$ cat src/rtl/sparc_ifu_thrfsm_bank.sv
// Bank of NTHR IFU thread switch FSMs with WAIT watchdogs, decoded ready/run vectors,
// multi-runner and illegal-state checks. Define IFU_THRFSM_SPEC_EN to enable SPEC_RDY/SPEC_RUN.
module sparc_ifu_thrfsm_bank #(
  parameter int NTHR      = 4,
  parameter int TMO_W     = 10,
  parameter int TMO_LIMIT = 1000
) (
  input  logic              clk,
  input  logic              arst_l,
  input  logic [NTHR-1:0]   completion,
  input  logic [NTHR-1:0]   schedule,
  input  logic [NTHR-1:0]   spec_ld,
  input  logic [NTHR-1:0]   ldhit,
  input  logic [NTHR-1:0]   stall,
  input  logic [NTHR-1:0]   int_activate,
  input  logic [NTHR-1:0]   halt_thread,
  input  logic [NTHR-1:0]   start_thread,
  input  logic [NTHR-1:0]   thaw_thread,
  input  logic [NTHR-1:0]   nuke_thread,
  input  logic [NTHR-1:0]   rst_thread,
  input  logic              switch_out,
  input  logic              sw_cond,
  output logic [5*NTHR-1:0] thr_state,
  output logic [NTHR-1:0]   thr_rdy,
  output logic [NTHR-1:0]   thr_run,
  output logic [NTHR-1:0]   thr_wait_tmo,
  output logic              multi_run_err,
  output logic              illegal_err
);

  typedef enum logic [4:0] {
    IDLE     = 5'b00000,
    WAIT     = 5'b00001,
    HALT     = 5'b00010,
    RUN      = 5'b00101,
    SPEC_RUN = 5'b00111,
    SPEC_RDY = 5'b10011,
    RDY      = 5'b11001
  } thr_st_e;

  typedef struct packed {
    logic completion;
    logic schedule;
    logic spec_ld;
    logic ldhit;
    logic stall;
    logic int_activate;
    logic halt;
    logic start;
    logic thaw;
    logic nuke;
    logic rst;
  } thr_ev_t;

  localparam logic [TMO_W-1:0] TMO_LIM = TMO_W'(TMO_LIMIT);

  logic [5*NTHR-1:0] state_q, state_d;
  logic [TMO_W-1:0]  cnt_q [NTHR];
  logic [TMO_W-1:0]  cnt_d [NTHR];
  logic              any_ill;
  logic [3:0]        n_run;

  function automatic logic is_legal(input logic [4:0] s);
    logic ok;
    case (s)
      IDLE, WAIT, HALT, RUN, RDY: ok = 1'b1;
`ifdef IFU_THRFSM_SPEC_EN
      SPEC_RDY, SPEC_RUN:         ok = 1'b1;
`endif
      default:                    ok = 1'b0;
    endcase
    return ok;
  endfunction

  function automatic logic [TMO_W-1:0] sat_inc(input logic [TMO_W-1:0] c);
    return (c == TMO_LIM) ? c : c + TMO_W'(1);
  endfunction

  // switch_out/sw_cond only appear in the running states, so idle threads ignore them
  function automatic logic [4:0] next_st(input logic [4:0] cur, input thr_ev_t ev,
                                         input logic sw_out, input logic sw_wait);
    logic [4:0] nxt;
    nxt = cur;
    case (cur)
      IDLE: begin
        if (ev.rst || ev.thaw)          nxt = WAIT;
        else if (ev.start)              nxt = RDY;
      end
      HALT: begin
        if (ev.nuke)                    nxt = IDLE;
        else if (ev.rst || ev.thaw)     nxt = WAIT;
        else if (ev.int_activate || ev.start) nxt = RDY;
      end
      RDY: begin
        if (ev.stall)                   nxt = WAIT;
        else if (ev.schedule)           nxt = RUN;
      end
      RUN: begin
        if (ev.stall || sw_wait)        nxt = WAIT;
        else if (sw_out)                nxt = RDY;
      end
      WAIT: begin
        if (ev.nuke)                    nxt = IDLE;
        else if (ev.halt)               nxt = HALT;
        else if (ev.stall)              nxt = WAIT;
`ifdef IFU_THRFSM_SPEC_EN
        else if (ev.spec_ld)            nxt = SPEC_RDY;
`endif
        else if (ev.completion)         nxt = RDY;
      end
`ifdef IFU_THRFSM_SPEC_EN
      SPEC_RDY: begin
        if (ev.stall)                   nxt = WAIT;
        else if (ev.schedule && !ev.ldhit) nxt = SPEC_RUN;
        else if (ev.schedule)           nxt = RUN;
        else if (ev.ldhit)              nxt = RDY;
      end
      SPEC_RUN: begin
        if (ev.stall || sw_wait)        nxt = WAIT;
        else if (ev.ldhit && sw_out)    nxt = RDY;
        else if (ev.ldhit)              nxt = RUN;
        else if (sw_out)                nxt = SPEC_RDY;
      end
`endif
      default:                          nxt = ev.rst ? WAIT : IDLE;
    endcase
    return nxt;
  endfunction

  always_comb begin
    state_d = state_q;
    any_ill = 1'b0;
    for (int i = 0; i < NTHR; i++) begin
      thr_ev_t    ev;
      logic [4:0] cur;
      logic [4:0] nxt;
      ev = '{completion: completion[i], schedule: schedule[i], spec_ld: spec_ld[i],
             ldhit: ldhit[i], stall: stall[i], int_activate: int_activate[i],
             halt: halt_thread[i], start: start_thread[i], thaw: thaw_thread[i],
             nuke: nuke_thread[i], rst: rst_thread[i]};
      cur = state_q[5*i +: 5];
      nxt = next_st(cur, ev, switch_out, sw_cond);
      state_d[5*i +: 5] = nxt;
      if (!is_legal(cur)) any_ill = 1'b1;
      // Counter only survives a WAIT->WAIT edge; entering or leaving WAIT restarts it
      cnt_d[i] = ((cur == WAIT) && (nxt == WAIT)) ? sat_inc(cnt_q[i]) : '0;
    end
  end

  always_comb begin
    thr_rdy      = '0;
    thr_run      = '0;
    thr_wait_tmo = '0;
    n_run        = '0;
    for (int i = 0; i < NTHR; i++) begin
      thr_rdy[i] = (state_q[5*i +: 5] == RDY);
`ifdef IFU_THRFSM_SPEC_EN
      thr_run[i] = (state_q[5*i +: 5] == RUN) || (state_q[5*i +: 5] == SPEC_RUN);
`else
      thr_run[i] = (state_q[5*i +: 5] == RUN);
`endif
      thr_wait_tmo[i] = (TMO_LIMIT != 0) && (cnt_q[i] == TMO_LIM);
      n_run = n_run + 4'(thr_run[i]);
    end
  end

  assign thr_state = state_q;

  // Stage boundary: per-thread state, watchdogs and checker flags
  always_ff @(posedge clk or negedge arst_l) begin
    if (!arst_l) begin
      state_q       <= '0;
      multi_run_err <= 1'b0;
      illegal_err   <= 1'b0;
      for (int i = 0; i < NTHR; i++) cnt_q[i] <= '0;
    end else begin
      state_q       <= state_d;
      multi_run_err <= (n_run > 4'd1);
      illegal_err   <= any_ill;
      for (int i = 0; i < NTHR; i++) cnt_q[i] <= cnt_d[i];
    end
  end

endmodule
$ cat config.mk
export PLATFORM = sky130hd
export DESIGN_NAME = sparc_ifu_thrfsm_bank
export DESIGN_NICKNAME = d
export VERILOG_FILES = /design/src/rtl/sparc_ifu_thrfsm_bank.sv
export SDC_FILE = /design/constraint.sdc
export NUM_CORES = 1
export LEC_CHECK = 0
export ABC_CLOCK_PERIOD_IN_PS = 1800
export CAP_MARGIN = 25
export CORE_MARGIN = 3
export CORE_UTILIZATION = 40
export DETAILED_ROUTE_END_ITERATION = 10
export PLACE_DENSITY = 0.66
export RECOVER_POWER = 25
export SLEW_MARGIN = 20
export SYNTH_ARGS = -nofsm -noshare
export SYNTH_HDL_FRONTEND = slang
export SYNTH_SLANG_ARGS = --single-unit
$ cat constraint.sdc
create_clock -name clk -period 1.8 [get_ports clk]
set_input_delay 0.36 -clock clk [delete_from_list [all_inputs] [get_ports clk]]
set_output_delay 0.36 -clock clk [all_outputs]
set_load 0.03 [all_outputs]
Word-level counts from Yosys, hierarchy flattened --
Index checks and enable logic that the tools add are counted.
Word-level totals: word-level logic and storage cells 143, output and inout bits 34, bits in registers 62, input port bits 48
Cells by class: equal/unequal tests 28, add/sub/neg operators 7, order comparisons 1, mux-type cells 76, reductions and logical operators 24
Operators with widths (count):
- 2-to-1 mux 5 bit | 52
- one-hot mux 5 bit (5 select lines) | 4
- 2-to-1 mux 10 bit | 8
- adder 10 x 1 -> 10 bit (second input constant) | 4
- == test 10 bit (second input constant) | 4
- == test 5 x 1 -> 1 bit (second input constant) | 8
- == test 5 x 2 -> 1 bit (second input constant) | 4
- == test 5 x 3 -> 1 bit (second input constant) | 4
- == test 5 bit (second input constant) | 4
- logical NOT 5 bit | 4
- OR reduction 5 bit | 4
- logical OR 1 bit | 12
- 2-to-1 mux 1 bit | 12
- inequality test 2 bit (second input constant) | 4
- adder 3 x 1 -> 4 bit | 1
- greater-than comparator 4 x 1 -> 1 bit (second input constant) | 1
- logical AND 1 bit | 4
- adder 2 x 1 -> 3 bit | 1
- adder 1 x 1 -> 2 bit | 1

Depth between registers and ports, before layout --
depth in word-level cells 8, gate-level depth with buffers 7, gate-level depth less buffers 7

Worst setup path after synthesis --
OpenSTA, ideal clock, no wires.
kind reg-to-reg, start register cnt_q[20] (netlist bit), end register cnt_q[21] (netlist bit), data arrival time 1926 ps, setup slack -263 ps, setup time 137 ps, cell stages (with the launch flop) 7, period minus slack after synthesis 2063 ps, path through dfrtp_1 > inv_1 > ha_1 > nand4b_1 > nor3_1 > mux2i_1 > nor2_1
RTL lines:
- start: declaration | RTL line 58 | logic [TMO_W-1:0] cnt_q [NTHR];
- == test 10 bit
- net thr_wait_tmo[1] | RTL line 26 | output logic [NTHR-1:0] thr_wait_tmo,
- inequality test 2 bit (no line)
The timed path passes the listed nets, and every way through them passes these cells. The select of a mux whose other input is x is not followed. A chain may end at the register's enable or synchronous reset.

Worst setup path in the final report --
start register cnt_q[10] (netlist bit), end output port thr_wait_tmo[2]
On the way: longest elaborated chain between the ends 1
RTL lines:
- == test 10 bit | RTL line 162 | thr_wait_tmo[i] = (TMO_LIMIT != 0) && (cnt_q[i] == TMO_LIM);
- end: declaration | RTL line 26
No other way between the ends.

==> qor.csv <==
metric,value,unit
status,finished with violations,
violations,"capacitance limit, slew limit, setup timing",
ctsHoldBuffers,0,
clkTransAtPathRegs,0.07,ns
worstMarginPinSlew,1.50,ns
final_cell_mix,"buf_4 (69), nor2_1 (62), dfrtp_1 (52)",
yosys_register_bits,62,
netlist_instances,384,
antenna_found_initial,0,
synth_nets,441,
r2r-start,cnt_q[30],
cts_tree,built,
crit_path_end_kind,primary output,
totalWireLength,9060,µm
finalHoldViolations,0,
cts_made_buffers,9,
ys_seq_area_frac,0.439,
dr_total_vias,3386,
grt-ovfl-total,0,
synth_edf_count,0,
viasPerCell,5.30,
setup_ws,-0.228,ns
slew-limit-headroom,-0.00320,
worst_ep_required_time,1.44,ns
reg2reg_to,cnt_q[31],
final_common_cell,buf_4,
wl_per_cell,14.2,µm
grt_max_degree,63,
max_freq,493,MHz
syn_to_final_growth,47.6,%
start_util,0.421,
setup_viol_count_final,4,
p_per_area,969,nW/µm²
cts_root_buf,clkbuf_8,
grt_use_total,0.185,
clock_skew,0.00893,ns
rsz0062_at_grt,true,
clk_latency,0.34,ns
grt_pass1_wl,15000,µm
drv_slew,62,
fin_crit,2.03,ns
critPathSlowestCell,or4_4,
place_congestion,0.884,
yosysUniqueCellTypes,57,
drc_errors,0,
path_cells,"inv_2, ha_1, nand2_1, or4_4, nor2_4, buf_6",
cp_num_buf_inv,2,
drt_iter0_drc,150,
finalNonFillerCells,639,
tns,-0.591,ns
die_area,9990,µm²
cp_max_fo,2,
arrival,1.67,ns
die_x,100,µm
syn_area_per_cell,9.20,µm²
crit_path_max_incr_delay,0.44,ns
drt_pre_antenna_iters,5,
clockBufferDepth,2,
netlist_area,3530,µm²
diodes,0,
ys.warnings.count,0,
drive_gt1_frac,0.281,
fp-row-count,33,
cp_top_family,simple AND/OR/NAND/NOR gates,
post-place-ws,-0.330,ns
ant_nets,0,
path_class,reg2out,
cp-start-kind,flop,
synthFlopType,dfrtp_1,
max_cap_viol_count,1,
r2r_cells,9,
dp_cells,598,
async_flop_share,1.00,
core_area,8380,µm²
min_period_over_period,1.13,
io_buffers,73,
fillers,730,
dp_hpwl,6650,µm
nets,586,
postLayoutCellArea,5210,µm²
power_leakage,2.30,nW
grt_pass1_vias,3395,
cts.sinks,62,
io_pins,82,
cts.htree.levels,3,
regToRegSetupSlack,0.05,ns
die_h,100,µm
placed_cell_area,4670,µm²
vdd_drop_max,0.000570,V
hold_class,in2async,
-- metrics by stage --
stage | utilization | total power [mW] | hold WS (ns)
6_report | 0.622 | 5.05 | 0.475
5_1_grt | 0.622 | 5.39 | 0.585
4_1_cts | 0.595 | 4.82 | 0.0274
3_5_place_dp | 0.558 | 3.52 | 0.399
3_3_place_gp | 0.558 | 3.49 | 0.393
2_1_floorplan | - | 2.71 | 0.0644
-- worst reg2reg max path, cell delays in order (launching register included) --
cell and delay (ns):
dfrtp_1 0.38, inv_2 0.08, ha_4 0.13, nand2_2 0.04, or4_4 0.43, nor2_4 0.13
buf_4 0.12, buf_4 0.11, mux2i_1 0.17, nor2_1 0.05
-- registers in the layout, summed over array words and instances (netlist names) --
signal         flops
thr_state         20
cnt_q             40
multi_run_err      1
illegal_err        1
-- area by class of cell --
type | count | area [µm²] | area share
timing repair buffer | 137 | 1190 | 0.229
clock inverter | 7 | 73.8 | 0.0142
clock buffer | 9 | 124 | 0.0238
sequential | 62 | 1560 | 0.300
tap | 105 | 131 | 0.0252
multi-input combinational | 295 | 2030 | 0.390
inverter | 24 | 90.1 | 0.0173
-- where the power goes --
group / internal [mW] / switching, mW
clock: 0.643 / 0.569
combinational: 1.02 / 1.09
sequential: 1.54 / 0.185
total: 3.21 / 1.84
-- per-layer routing --
metal,global-route usage,share of wire
met5,0,0
met4,0.0578,0.012
met3,0.0410,0.054
met2,0.315,0.50
met1,0.235,0.43
-- worst max-delay path by stage --
stage                              from              end  slack (ns)  cells past startpoint
final                         cnt_q[10]  thr_wait_tmo[2]       -0.23                      6
after global routing          cnt_q[10]  thr_wait_tmo[2]       -0.33                      6
after CTS                     cnt_q[30]  thr_wait_tmo[0]       -0.29                      6
after detailed placement  rst_thread[1]        cnt_q[29]       -0.33                      6
after global placement    rst_thread[1]        cnt_q[20]       -0.25                      6
after floorplan            thr_state[5]        cnt_q[22]        0.08                      5
-- cells by family after synthesis --
family / after synthesis / synth area share
AOI/OAI and AO/OA: 67 / 0.136
xor gates and xnor gates: 33 / 0.0819
adders and majority gates: 9 / 0.0340
buffers and inverters: 27 / 0.0287
DFF: 62 / 0.439
muxes: 6 / 0.0181
and+or+nand+nor: 180 / 0.262
-- what timing repair did --
action | 4_1_cts | 5_1_grt
endpoints found under the setup margin | 27 | 34
gates resized for setup | 44 | 30
cloned | 0 | 0
buffers inserted | 10 | 15
pin swaps | 3 | 6
-- synthesized netlist by cell type (2+ instances only) --
| cell type | n | area, µm² |
|---|---|---|
| or4_4 | 2 | 22.5 |
| clkbuf_1 | 3 | 11.3 |
| or3_1 | 6 | 37.5 |
| xor2_1 | 16 | 140 |
| a221oi_1 | 2 | 17.5 |
| inv_1 | 24 | 90.1 |
| a32oi_1 | 2 | 17.5 |
| nor2b_1 | 6 | 37.5 |
| nor3_1 | 11 | 55.1 |
| o21a_1 | 3 | 22.5 |
| nor4b_1 | 4 | 35.0 |
| o311ai_0 | 2 | 17.5 |
| o21ai_0 | 13 | 65.1 |
| a221o_1 | 2 | 20.0 |
| xnor2_1 | 17 | 149 |
| nand2_1 | 27 | 101 |
| dfrtp_1 | 62 | 1550 |
| mux2_2 | 3 | 33.8 |
| and3_1 | 7 | 43.8 |
| nand4_1 | 5 | 31.3 |
| o22ai_1 | 5 | 31.3 |
| a31oi_1 | 3 | 18.8 |
| and2_1 | 2 | 12.5 |
| mux2i_1 | 3 | 30.0 |
| nor2_1 | 66 | 248 |
| nor4_1 | 5 | 31.3 |
| o21bai_1 | 2 | 15.0 |
| a21oi_1 | 14 | 70.1 |
| nand3_1 | 20 | 100 |
| nand4b_1 | 2 | 17.5 |
| a22oi_1 | 4 | 30.0 |
| nand3b_1 | 2 | 15.0 |
| nand2b_1 | 5 | 31.3 |
| ha_1 | 8 | 100 |
| nor2_4 | 2 | 22.5 |
| or4_1 | 3 | 22.5 |
Power figures use the tool's default switching activity.
